File: src/rtl/range_filter_bcd_pkg.sv
// Shared types and constants for the range filter / BCD display path.
package range_pkg;

  // Controller states of the measurement pipeline.
  typedef enum logic [2:0] {
    IDLE    = 3'd0,
    DIVIDE  = 3'd1,
    AVERAGE = 3'd2,
    CLAMP   = 3'd3,
    CONVERT = 3'd4,
    DONE    = 3'd5
  } state_e;

  localparam int CYCLES_PER_MM_DEFAULT = 292;
  localparam int AVG_DEPTH_DEFAULT     = 4;
  localparam int MAX_DISPLAY           = 9999;
  localparam int DIVIDE_CYCLES         = 24;
  localparam int BCD_CYCLES            = 14;

  // BCD image of MAX_DISPLAY, shown on clamp and on timeout.
  localparam logic [15:0] MAX_DISPLAY_BCD = 16'h9999;

  // One double-dabble iteration on a {bcd[15:0], bin[13:0]} shift register:
  // correct every BCD nibble that would overflow on doubling, then shift left.
  function automatic logic [29:0] dd_step(input logic [29:0] sh);
    logic [29:0] adj;
    adj = sh;
    for (int i = 0; i < 4; i++) begin
      if (adj[14 + 4*i +: 4] > 4'd4) begin
        adj[14 + 4*i +: 4] = adj[14 + 4*i +: 4] + 4'd3;
      end
    end
    return {adj[28:0], 1'b0};
  endfunction

endpackage

File: src/rtl/range_filter_bcd_bcd_dd.sv
// Sequential double-dabble: converts a 14-bit binary value to four BCD
// digits, one shift per cycle. done_o and digits_o are presented
// combinationally in the last iteration cycle so the caller can register
// the result on the same edge that completes the conversion.
module bcd_dd
  import range_pkg::*;
(
  input  logic             clk,
  input  logic             rst,
  input  logic             start_i,
  input  logic [13:0]      bin_i,
  output logic [3:0][3:0]  digits_o,
  output logic             done_o
);

  logic [29:0] sh_q, sh_d;
  logic [3:0]  cnt_q, cnt_d;
  logic        busy_q, busy_d;
  logic [29:0] step_s;

  // Next-state for the shift register, iteration counter and busy flag.
  always_comb begin
    step_s   = dd_step(sh_q);
    sh_d     = sh_q;
    cnt_d    = cnt_q;
    busy_d   = busy_q;
    done_o   = 1'b0;
    digits_o = step_s[29:14];
    if (start_i) begin
      sh_d   = {16'd0, bin_i};
      cnt_d  = 4'd0;
      busy_d = 1'b1;
    end else if (busy_q) begin
      sh_d  = step_s;
      cnt_d = cnt_q + 4'd1;
      if (cnt_q == 4'(BCD_CYCLES - 1)) begin
        busy_d = 1'b0;
        done_o = 1'b1;
      end else begin
        busy_d = 1'b1;
      end
    end else begin
      busy_d = 1'b0;
    end
  end

  // Conversion state registers.
  always_ff @(posedge clk) begin
    if (rst) begin
      sh_q   <= 30'd0;
      cnt_q  <= 4'd0;
      busy_q <= 1'b0;
    end else begin
      sh_q   <= sh_d;
      cnt_q  <= cnt_d;
      busy_q <= busy_d;
    end
  end

endmodule

File: src/rtl/range_filter_bcd.sv
// Ultrasonic range filter: echo width -> millimetres (restoring divide),
// 4-deep moving average, clamp to 9999, BCD conversion for a 4-digit display.
// Every measurement takes a fixed 41 cycles; timeouts answer in 1 cycle.
module range_filter_bcd
  import range_pkg::*;
#(
  parameter int CYCLES_PER_MM = CYCLES_PER_MM_DEFAULT,
  parameter int AVG_DEPTH     = AVG_DEPTH_DEFAULT
) (
  input  logic        clk,
  input  logic        rst,
  input  logic        meas_valid,
  input  logic [23:0] meas_width,
  input  logic        meas_timeout,
  output logic        bcd_valid,
  output logic [3:0]  digit1,
  output logic [3:0]  digit2,
  output logic [3:0]  digit3,
  output logic [3:0]  digit4,
  output logic        over_range,
  output logic [7:0]  overrun_cnt
);

  localparam int          AVG_SHIFT = $clog2(AVG_DEPTH);
  localparam logic [24:0] DIVISOR   = 25'(CYCLES_PER_MM);

  state_e state_q, state_d;

  // Divider: dvd_q holds the dividend and collects quotient bits from the LSB.
  logic [23:0] dvd_q;
  logic [23:0] rem_q;
  logic [4:0]  div_cnt_q;
  logic [24:0] rem_sh_s;
  logic [23:0] rem_n_s;
  logic [23:0] dvd_n_s;
  logic        qbit_s;

  // Averaging window, newest sample in entry 0.
  logic [AVG_DEPTH-1:0][23:0] win_q, win_n_s;
  logic        first_q;
  logic [25:0] sum_old_s;
  logic [25:0] sum_s;
  logic [23:0] mean_s;
  logic [23:0] mean_q;

  // Clamp and conversion.
  logic [13:0] clamp_val_s;
  logic        clamp_ovr_s;
  logic        ovr_q;
  logic        dd_start_s;
  logic        dd_done_s;
  logic [15:0] dd_digits_s;

  // Output staging.
  logic        load_out_s;
  logic [15:0] load_bcd_s;
  logic        load_ovr_s;
  logic [15:0] digits_q;
  logic        over_range_q;
  logic        bcd_valid_q;
  logic [7:0]  overrun_q;

  bcd_dd u_bcd_dd (
    .clk      (clk),
    .rst      (rst),
    .start_i  (dd_start_s),
    .bin_i    (clamp_val_s),
    .digits_o (dd_digits_s),
    .done_o   (dd_done_s)
  );

  // One restoring-division step: shift in the next dividend bit, subtract if it fits.
  always_comb begin
    rem_sh_s = {rem_q, dvd_q[23]};
    if (rem_sh_s >= DIVISOR) begin
      rem_n_s = 24'(rem_sh_s - DIVISOR);
      qbit_s  = 1'b1;
    end else begin
      rem_n_s = rem_sh_s[23:0];
      qbit_s  = 1'b0;
    end
    dvd_n_s = {dvd_q[22:0], qbit_s};
  end

  // Window update and running sum; the very first sample fills the whole window.
  always_comb begin
    sum_old_s = 26'd0;
    for (int i = 0; i < AVG_DEPTH; i++) begin
      sum_old_s = sum_old_s + 26'(win_q[i]);
    end
    win_n_s[0] = dvd_q;
    for (int i = 1; i < AVG_DEPTH; i++) begin
      if (first_q) begin
        win_n_s[i] = dvd_q;
      end else begin
        win_n_s[i] = win_q[i-1];
      end
    end
    if (first_q) begin
      sum_s = 26'(dvd_q) * 26'(AVG_DEPTH);
    end else begin
      sum_s = sum_old_s - 26'(win_q[AVG_DEPTH-1]) + 26'(dvd_q);
    end
    mean_s = 24'(sum_s >> AVG_SHIFT);
  end

  // Saturate the averaged range to what four digits can show.
  always_comb begin
    if (mean_q > 24'(MAX_DISPLAY)) begin
      clamp_val_s = 14'(MAX_DISPLAY);
      clamp_ovr_s = 1'b1;
    end else begin
      clamp_val_s = mean_q[13:0];
      clamp_ovr_s = 1'b0;
    end
  end

  // Controller next state plus output-load decisions.
  always_comb begin
    state_d    = state_q;
    load_out_s = 1'b0;
    load_bcd_s = dd_digits_s;
    load_ovr_s = ovr_q;
    dd_start_s = 1'b0;
    case (state_q)
      IDLE: begin
        if (meas_valid) begin
          state_d = DIVIDE;
        end else if (meas_timeout) begin
          state_d    = DONE;
          load_out_s = 1'b1;
          load_bcd_s = MAX_DISPLAY_BCD;
          load_ovr_s = 1'b1;
        end else begin
          state_d = IDLE;
        end
      end
      DIVIDE: begin
        if (div_cnt_q == 5'(DIVIDE_CYCLES - 1)) begin
          state_d = AVERAGE;
        end else begin
          state_d = DIVIDE;
        end
      end
      AVERAGE: begin
        state_d = CLAMP;
      end
      CLAMP: begin
        state_d    = CONVERT;
        dd_start_s = 1'b1;
      end
      CONVERT: begin
        if (dd_done_s) begin
          state_d    = DONE;
          load_out_s = 1'b1;
        end else begin
          state_d = CONVERT;
        end
      end
      DONE: begin
        state_d = IDLE;
      end
      default: begin
        state_d = IDLE;
      end
    endcase
  end

  // State register.
  always_ff @(posedge clk) begin
    if (rst) begin
      state_q <= IDLE;
    end else begin
      state_q <= state_d;
    end
  end

  // Datapath registers: divider, averaging window and clamp flag.
  always_ff @(posedge clk) begin
    if (rst) begin
      dvd_q     <= 24'd0;
      rem_q     <= 24'd0;
      div_cnt_q <= 5'd0;
      win_q     <= '0;
      first_q   <= 1'b1;
      mean_q    <= 24'd0;
      ovr_q     <= 1'b0;
    end else begin
      case (state_q)
        IDLE: begin
          if (meas_valid) begin
            dvd_q     <= meas_width;
            rem_q     <= 24'd0;
            div_cnt_q <= 5'd0;
          end
        end
        DIVIDE: begin
          dvd_q     <= dvd_n_s;
          rem_q     <= rem_n_s;
          div_cnt_q <= div_cnt_q + 5'd1;
        end
        AVERAGE: begin
          win_q   <= win_n_s;
          first_q <= 1'b0;
          mean_q  <= mean_s;
        end
        CLAMP: begin
          ovr_q <= clamp_ovr_s;
        end
        default: begin
        end
      endcase
    end
  end

  // Display registers, held between updates; bcd_valid marks the update cycle.
  always_ff @(posedge clk) begin
    if (rst) begin
      digits_q     <= 16'd0;
      over_range_q <= 1'b0;
      bcd_valid_q  <= 1'b0;
    end else begin
      bcd_valid_q <= load_out_s;
      if (load_out_s) begin
        digits_q     <= load_bcd_s;
        over_range_q <= load_ovr_s;
      end
    end
  end

  // Saturating count of measurements that arrived while a result was in flight.
  always_ff @(posedge clk) begin
    if (rst) begin
      overrun_q <= 8'd0;
    end else if (meas_valid && (state_q != IDLE) && (overrun_q != 8'hFF)) begin
      overrun_q <= overrun_q + 8'd1;
    end
  end

  assign bcd_valid   = bcd_valid_q;
  assign digit1      = digits_q[3:0];
  assign digit2      = digits_q[7:4];
  assign digit3      = digits_q[11:8];
  assign digit4      = digits_q[15:12];
  assign over_range  = over_range_q;
  assign overrun_cnt = overrun_q;

endmodule

File: config.mk
export PLATFORM = sky130hd
export DESIGN_NAME = range_filter_bcd
export DESIGN_NICKNAME = d
export VERILOG_FILES = /design/src/rtl/range_filter_bcd_pkg.sv /design/src/rtl/range_filter_bcd_bcd_dd.sv /design/src/rtl/range_filter_bcd.sv
export SDC_FILE = /design/constraint.sdc
export NUM_CORES = 1
export LEC_CHECK = 0
export BUFFER_PORTS_ARGS = -buffer_cell sky130_fd_sc_hd__buf_2
export CAP_MARGIN = 20
export CORE_MARGIN = 2
export CORE_UTILIZATION = 30
export CTS_BUF_LIST = sky130_fd_sc_hd__clkbuf_16
export DETAILED_ROUTE_END_ITERATION = 8
export GPL_ROUTABILITY_DRIVEN = 0
export PLACE_DENSITY_LB_ADDON = 0.05
export SLEW_MARGIN = 20
export SYNTH_ARGS = -nofsm -noshare
export SYNTH_HDL_FRONTEND = slang
export SYNTH_SLANG_ARGS = --single-unit
File: constraint.sdc
create_clock -name clk -period 5.18 [get_ports clk]
set_input_delay 1.036 -clock clk [delete_from_list [all_inputs] [get_ports clk]]
set_output_delay 1.036 -clock clk [all_outputs]
set_load 0.1 [all_outputs]
## Word-level counts from Yosys, hierarchy flattened

Index checks and enable logic that the tools add are counted.

| operators by class | value |
|---|---|
| add/sub/neg operators | 13 |
| $lt $le $gt $ge | 6 |
| equality and inequality tests | 8 |
| multiplexer cells | 42 |
| reduce and logical (&&, ||, !) cells | 8 |

Operators with widths:

| cell | count |
|---|---|
| two-way mux 24 bit | 6 |
| case mux 24 bit (2 select lines) | 2 |
| adder 26 x 24 -> 26 bit | 2 |
| two-way mux 16 bit | 3 |
| two-way mux 14 bit | 3 |
| adder 25 x 24 -> 26 bit | 1 |
| two-way mux 26 bit | 1 |
| subtractor 26 x 24 -> 26 bit | 1 |
| adder 24 x 24 -> 25 bit | 1 |
| >= comparator 25 x 9 -> 1 bit (second input constant) | 1 |
| > comparator 24 x 14 -> 1 bit (second input constant) | 1 |
| subtractor 24 x 9 -> 24 bit (second input constant) | 1 |
| > comparator 4 x 3 -> 1 bit (second input constant) | 4 |
| two-way mux 1 bit | 16 |
| case mux 3 bit (5 select lines) | 1 |
| adder 4 x 2 -> 4 bit (second input constant) | 3 |
| two-way mux 4 bit | 3 |
| case mux 5 bit (2 select lines) | 1 |
| two-way mux 3 bit | 3 |
| adder 8 x 1 -> 8 bit (second input constant) | 1 |
| != test 8 bit (second input constant) | 1 |
| == test 3 x 2 -> 1 bit (second input constant) | 2 |
| adder 5 x 1 -> 5 bit (second input constant) | 1 |
| == test 5 bit (second input constant) | 1 |
| other kinds (15) | 17 |

| storage, ports and cells | value |
|---|---|
| register bits after elaboration | 239 |
| input bits | 28 |
| logic and storage cells | 96 |

## Logic depth before layout (Yosys ltp)

| depth | value |
|---|---|
| word-level depth | 6 |
| depth in mapped cells | 16 |
| gate-level depth less buffers | 16 |

## Cells and area by module

Synthesis repeated with hierarchy kept, for this count alone.

| second synthesis, totals | value |
|---|---|
| cell total of the unflattened synthesis | 1,717 |
| area total of the unflattened synthesis | 14,575.2 um^2 |

By module, submodules not included:

| module | times used | cells an instance | area an instance (um^2) | seq. area each (um^2) |
|---|---|---|---|---|
| range_filter_bcd | 1 | 1,486 | 12,543.3 | 4,083.9 |
| bcd_dd | 1 | 231 | 2,031.9 | 700.7 |

## Worst setup path after synthesis

No wires, ideal clock.

| timing path | value |
|---|---|
| path kind | reg-to-reg |
| from | register win_q[44] (netlist bit) |
| to | register mean_q[23] |
| arrival time | 4,053 ps |
| required time | 5,094 ps |
| slack | 1,042 ps |
| cell stages (with the launch flop) | 17 |
| path buffers | 1 |
| period minus slack after synthesis | 4,138 ps |
| cell sequence | dfxtp_1 inv_1 fa_1 inv_1 fa_1 inv_1 fa_1 inv_1 ha_1 clkbuf_1 nand4_1 or3b_2 or4_1 o221ai_1 nor2_1 xnor2_1 a211oi_1 |

| on the way | value |
|---|---|
| word-level cells in the longest chain between the ends | 6 |

Ends and longest elaborated chain:

| item | line | source |
|---|---|---|
| start, declared | range_filter_bcd.sv:39 | `logic [AVG_DEPTH-1:0][23:0] win_q, win_n_s;` |
| start signal, assigned | range_filter_bcd.sv:203 | `win_q <= win_n_s;` |
| adder 24 x 24 -> 25 bit | range_filter_bcd.sv:89 | `sum_old_s = sum_old_s + 26'(win_q[i]);` |
| adder 25 x 24 -> 26 bit | range_filter_bcd.sv:89 |  |
| adder 26 x 24 -> 26 bit | range_filter_bcd.sv:89 |  |
| subtractor 26 x 24 -> 26 bit | range_filter_bcd.sv:102 | `sum_s = sum_old_s - 26'(win_q[AVG_DEPTH-1]) + 26'(dvd_q);` |
| adder 26 x 24 -> 26 bit | range_filter_bcd.sv:102 |  |
| two-way mux 26 bit | range_filter_bcd.sv:99 | `if (first_q) begin` |
| end signal, assigned | range_filter_bcd.sv:205 | `mean_q <= mean_s;` |
| end, declared | range_filter_bcd.sv:44 | `logic [23:0] mean_q;` |

Every way passes these cells.
A chain may end at the register's enable or synchronous reset.

## Worst setup path after layout

| timing path | value |
|---|---|
| from | register win_q[74] (netlist bit) |
| to | register mean_q[16] |

| on the way | value |
|---|---|
| word-level cells in the longest chain between the ends | 4 |

Ends and longest elaborated chain:

| item | line |
|---|---|
| adder 26 x 24 -> 26 bit | range_filter_bcd.sv:89 |
| subtractor 26 x 24 -> 26 bit (*) | range_filter_bcd.sv:102 |
| adder 26 x 24 -> 26 bit (*) | range_filter_bcd.sv:102 |
| two-way mux 26 bit (*) | range_filter_bcd.sv:99 |

Mark *: on every way between the ends. The rest lies on a longest branch, timed or not.

==> results by group <==
Run status
  • Status: complete, no violations

Logic synthesis
  • Cell area after synthesis: 13900 sq um
  • Synth top area share: 0.343
  • Cells after Synth: 1647
  • Yosys reg bits: 239
  • Main area contributors after synthesis: dfxtp_1 34%, fa_1 13%, inv_1 5.3%
  • Number of flops mapped to enable cells by yosys: 0
  • Ys Warns: 0
  • Net count after synthesis: 1809
  • Yosys cell types: 58
  • Syn Area/Cell: 8.46 sq um
  • Fraction of registers with async set/reset: 0
  • Most common flop cell mapped by yosys: dfxtp_1
  • Sequential share of the synthesized area: 0.343
  • Post-synth top area cell: dfxtp_1

Layout
  • Multi-input gate area: 8070 sq um
  • Nets: 1818
  • Final core utilization: 0.348
  • Proportion of layout cells with a drive suffix above 1: 0.0821
  • ANT cells: 0
  • P&R area growth vs syn: 13.8%
  • Register area: 4790 sq um
  • Filler Cell Count: 4765

Clock network
  • H-tree depth: 1
  • Clk root buf: clkbuf_16
  • Cts hold-fix bufs: 0
  • Post-CTS resize count: 0
  • # clock sinks: 239
  • Total CTS buffers: 31
  • CTS max path bufs: 3
  • CTS tree: done
  • Worst-path clk slew: 0.06 ns
  • Clock Latency Late Sink: 0.59 ns
  • Postcts setup bufs: 0

Timing
  • Slew HR: 0.316
  • Worst clock skew: 0.00990 ns
  • Slew Viols, Final: 0
  • FMAX: 222 MHz
  • Final TNS setup: 0 ns
  • Unrepaired setup endpoints after global routing: false
  • Endpoints failing setup: 0
  • Actual slew at the worst max-slew pin: 1.03 ns
  • Fin crit share: 0.871
  • Setup WS post-layout: 0.669 ns
  • Final Hold Viols: 0
  • Final Critical Period: 4.51 ns

Power and ir drop
  • Maximum vdd drop: 0.000434 V
  • Total power draw: 0.00625 W
  • Leakage power: 6.52 nW
  • PwrDens: 394 nW/um^2

Worst setup path
  • CP max stage delay: 0.55 ns
  • CP startpoint: win_q[74]$_SDFFE_PP0P_
  • Crit-path slowest cell: fa_1
  • Worst path most repeated cell: fa_1
  • CP required: 5.69 ns
  • Critical path arrival: 5.03 ns
  • Critical-path cell list: inv_1 > fa_1 > fa_1 > inv_1 > fa_1 > inv_1 > ha_1 > fa_1 > a211o_1 > a21oi_1 > o21ai_0 > a311oi_1 > o211ai_1 > xnor2_1 > o21ai_0
  • CP max FO: 3
  • Worst Setup Path Type: reg2reg
  • Setup crit end kind: flip-flop
  • Crit start category: flip-flop
  • Reg-to-Reg Start: win_q[74]$_SDFFE_PP0P_

Global route
  • Number of global-route vias before repair: 11246
  • Pin count of the biggest net entering global routing: 89
  • Grt ovf: 0
  • GRT Total Usage: 0.160
  • First-pass GRT wire length: 62000 microns
  • Antenna violations before repair: 1

Die
  • Die Wd: 220 microns
  • Die Span Y: 220 microns
  • # rows: 78
  • Die area: 48200 sq um
  • Starting density of the core: 0.306
  • Core area: 45600 sq um
  • IO Count: 54

Detailed routing
  • Drt wl/cell: 16.3 microns
  • Via density: 4.82
  • Initial DRC count: 564
  • Routed vias: 11002
  • DRC Markers: 0
  • Final wirelength: 37200 microns
  • Antenna Nets Post-Route: 0
  • Drt pass-1 iters: 5

Place
  • Number of port buffers: 53
  • Pre-CTS setup slack: 0.590 ns
  • Dpl hpwl: 25500 microns

Min path
  • Hold Startpoint: rem_q[23]$_SDFFE_PP0P_
  • HP Class: reg2reg

Flow run
  • Total of max-cap violations: 0
-- layout by cell type, fill, tap and decap left out, types with 19 or more instances in the layout --
master / instances
xor2_1: 24
xnor2_1: 33
a211oi_1: 72
nor2_1: 186
ha_1: 40
buf_4: 19
clkbuf_16: 32
a21oi_1: 109
buf_2: 52
fa_1: 94
a311oi_1: 26
inv_1: 197
nor3_1: 36
dfxtp_1: 238
mux2i_1: 71
o21ai_0: 75
nand2_1: 168
nand3_1: 29
-- registers in the layout, summed over array words and instances (netlist names), 4 cells and up --
register,count
digits_q,16
div_cnt_q,5
dvd_q,24
mean_q,24
overrun_cnt,8
rem_q,24
u_bcd_dd.cnt_q,4
u_bcd_dd.sh_q,30
win_q,96
-- power breakdown --
group | switching [W] | internal [W] | total, W | leakage, nW
combinational | 0.00111 | 0.000786 | 0.00189 | 4.06
clock | 0.000924 | 0.00138 | 0.00230 | 0.533
sequential | 0.000120 | 0.00193 | 0.00205 | 1.93
total | 0.00215 | 0.00409 | 0.00625 | 6.52
-- through the flow --
stage,hold WS [ns],area [sq um],instances
after global routing,0.463,15900,2281
after global placement,0.441,14800,2223
after CTS,0.453,15900,2281
final,0.449,15900,2281
after floorplan,0.428,13900,1647
after detailed placement,0.444,14800,2223
-- layout make-up --
cell class | count | share of cell area
multi-input combinational | 1114 | 0.509
sequential | 239 | 0.302
clock buffer | 32 | 0.0505
tap | 600 | 0.0473
inverter | 197 | 0.0466
timing repair buffer | 73 | 0.0274
clock inverter | 26 | 0.0179
-- Yosys cell counts (all sizes together), types with 2 or more instances --
master  instances
ha             40
or2             2
nand3          30
o211ai          2
o21ai          81
a221oi          2
o221ai          7
xor2           24
or4             6
a21boi          2
or3             3
and4            2
dfxtp         239
nor2          186
o31ai           2
a211oi         72
and2            3
nor4            7
a41oi           2
a21oi         109
nand3b          4
buf             4
a22oi           9
nor2b           6
nand2         168
o21bai          3
fa             94
nand4           7
a22o            3
a311oi         26
inv           197
xnor2          33
nor3b           4
a31oi          12
nand2b          4
mux2i          71
and3           10
nor3           37
o22ai           4
o31a            2
clkbuf         93
a21o           18
o211a           3
nand4b          3
-- layer usage --
| metal | GRT usage | routed length, microns |
|---|---|---|
| met4 | 0.0371 | 860 |
| met2 | 0.264 | 17000 |
| met3 | 0.0206 | 879 |
| met5 | 0 | 12 |
| met1 | 0.222 | 18400 |
-- path summary, 6_finish.rpt --
kind                             end  slack, ns  cells after the start
min reg2reg   rem_q[23]$_SDFFE_PP0P_       0.45                      2
max          mean_q[16]$_SDFFE_PP0P_       0.67                     15
max reg2reg  mean_q[16]$_SDFFE_PP0P_       0.67                     15
min           rem_q[23]$_SDFFE_PP0P_       0.45                      2
-- kinds of logic after synthesis --
group	count (synthesis)	synth area share
XOR/XNOR	57	0.0358
AND/OR/NAND/NOR	483	0.150
adder cells (fa/ha/maj)	134	0.171
flip-flops	239	0.343
AO/OA/AOI/OAI	369	0.170
multiplexers	71	0.0510
buffers and inverters	294	0.0792
-- critical path: cells and delay by family, from the launching register on --
family / cells / cell delay, ns
flops: 1 / 0.37
fa+ha+maj: 5 / 2.20
xor+xnor: 1 / 0.14
compound gates: 6 / 1.57
buf+inv: 3 / 0.15
(Power assumes the default switching activity.)
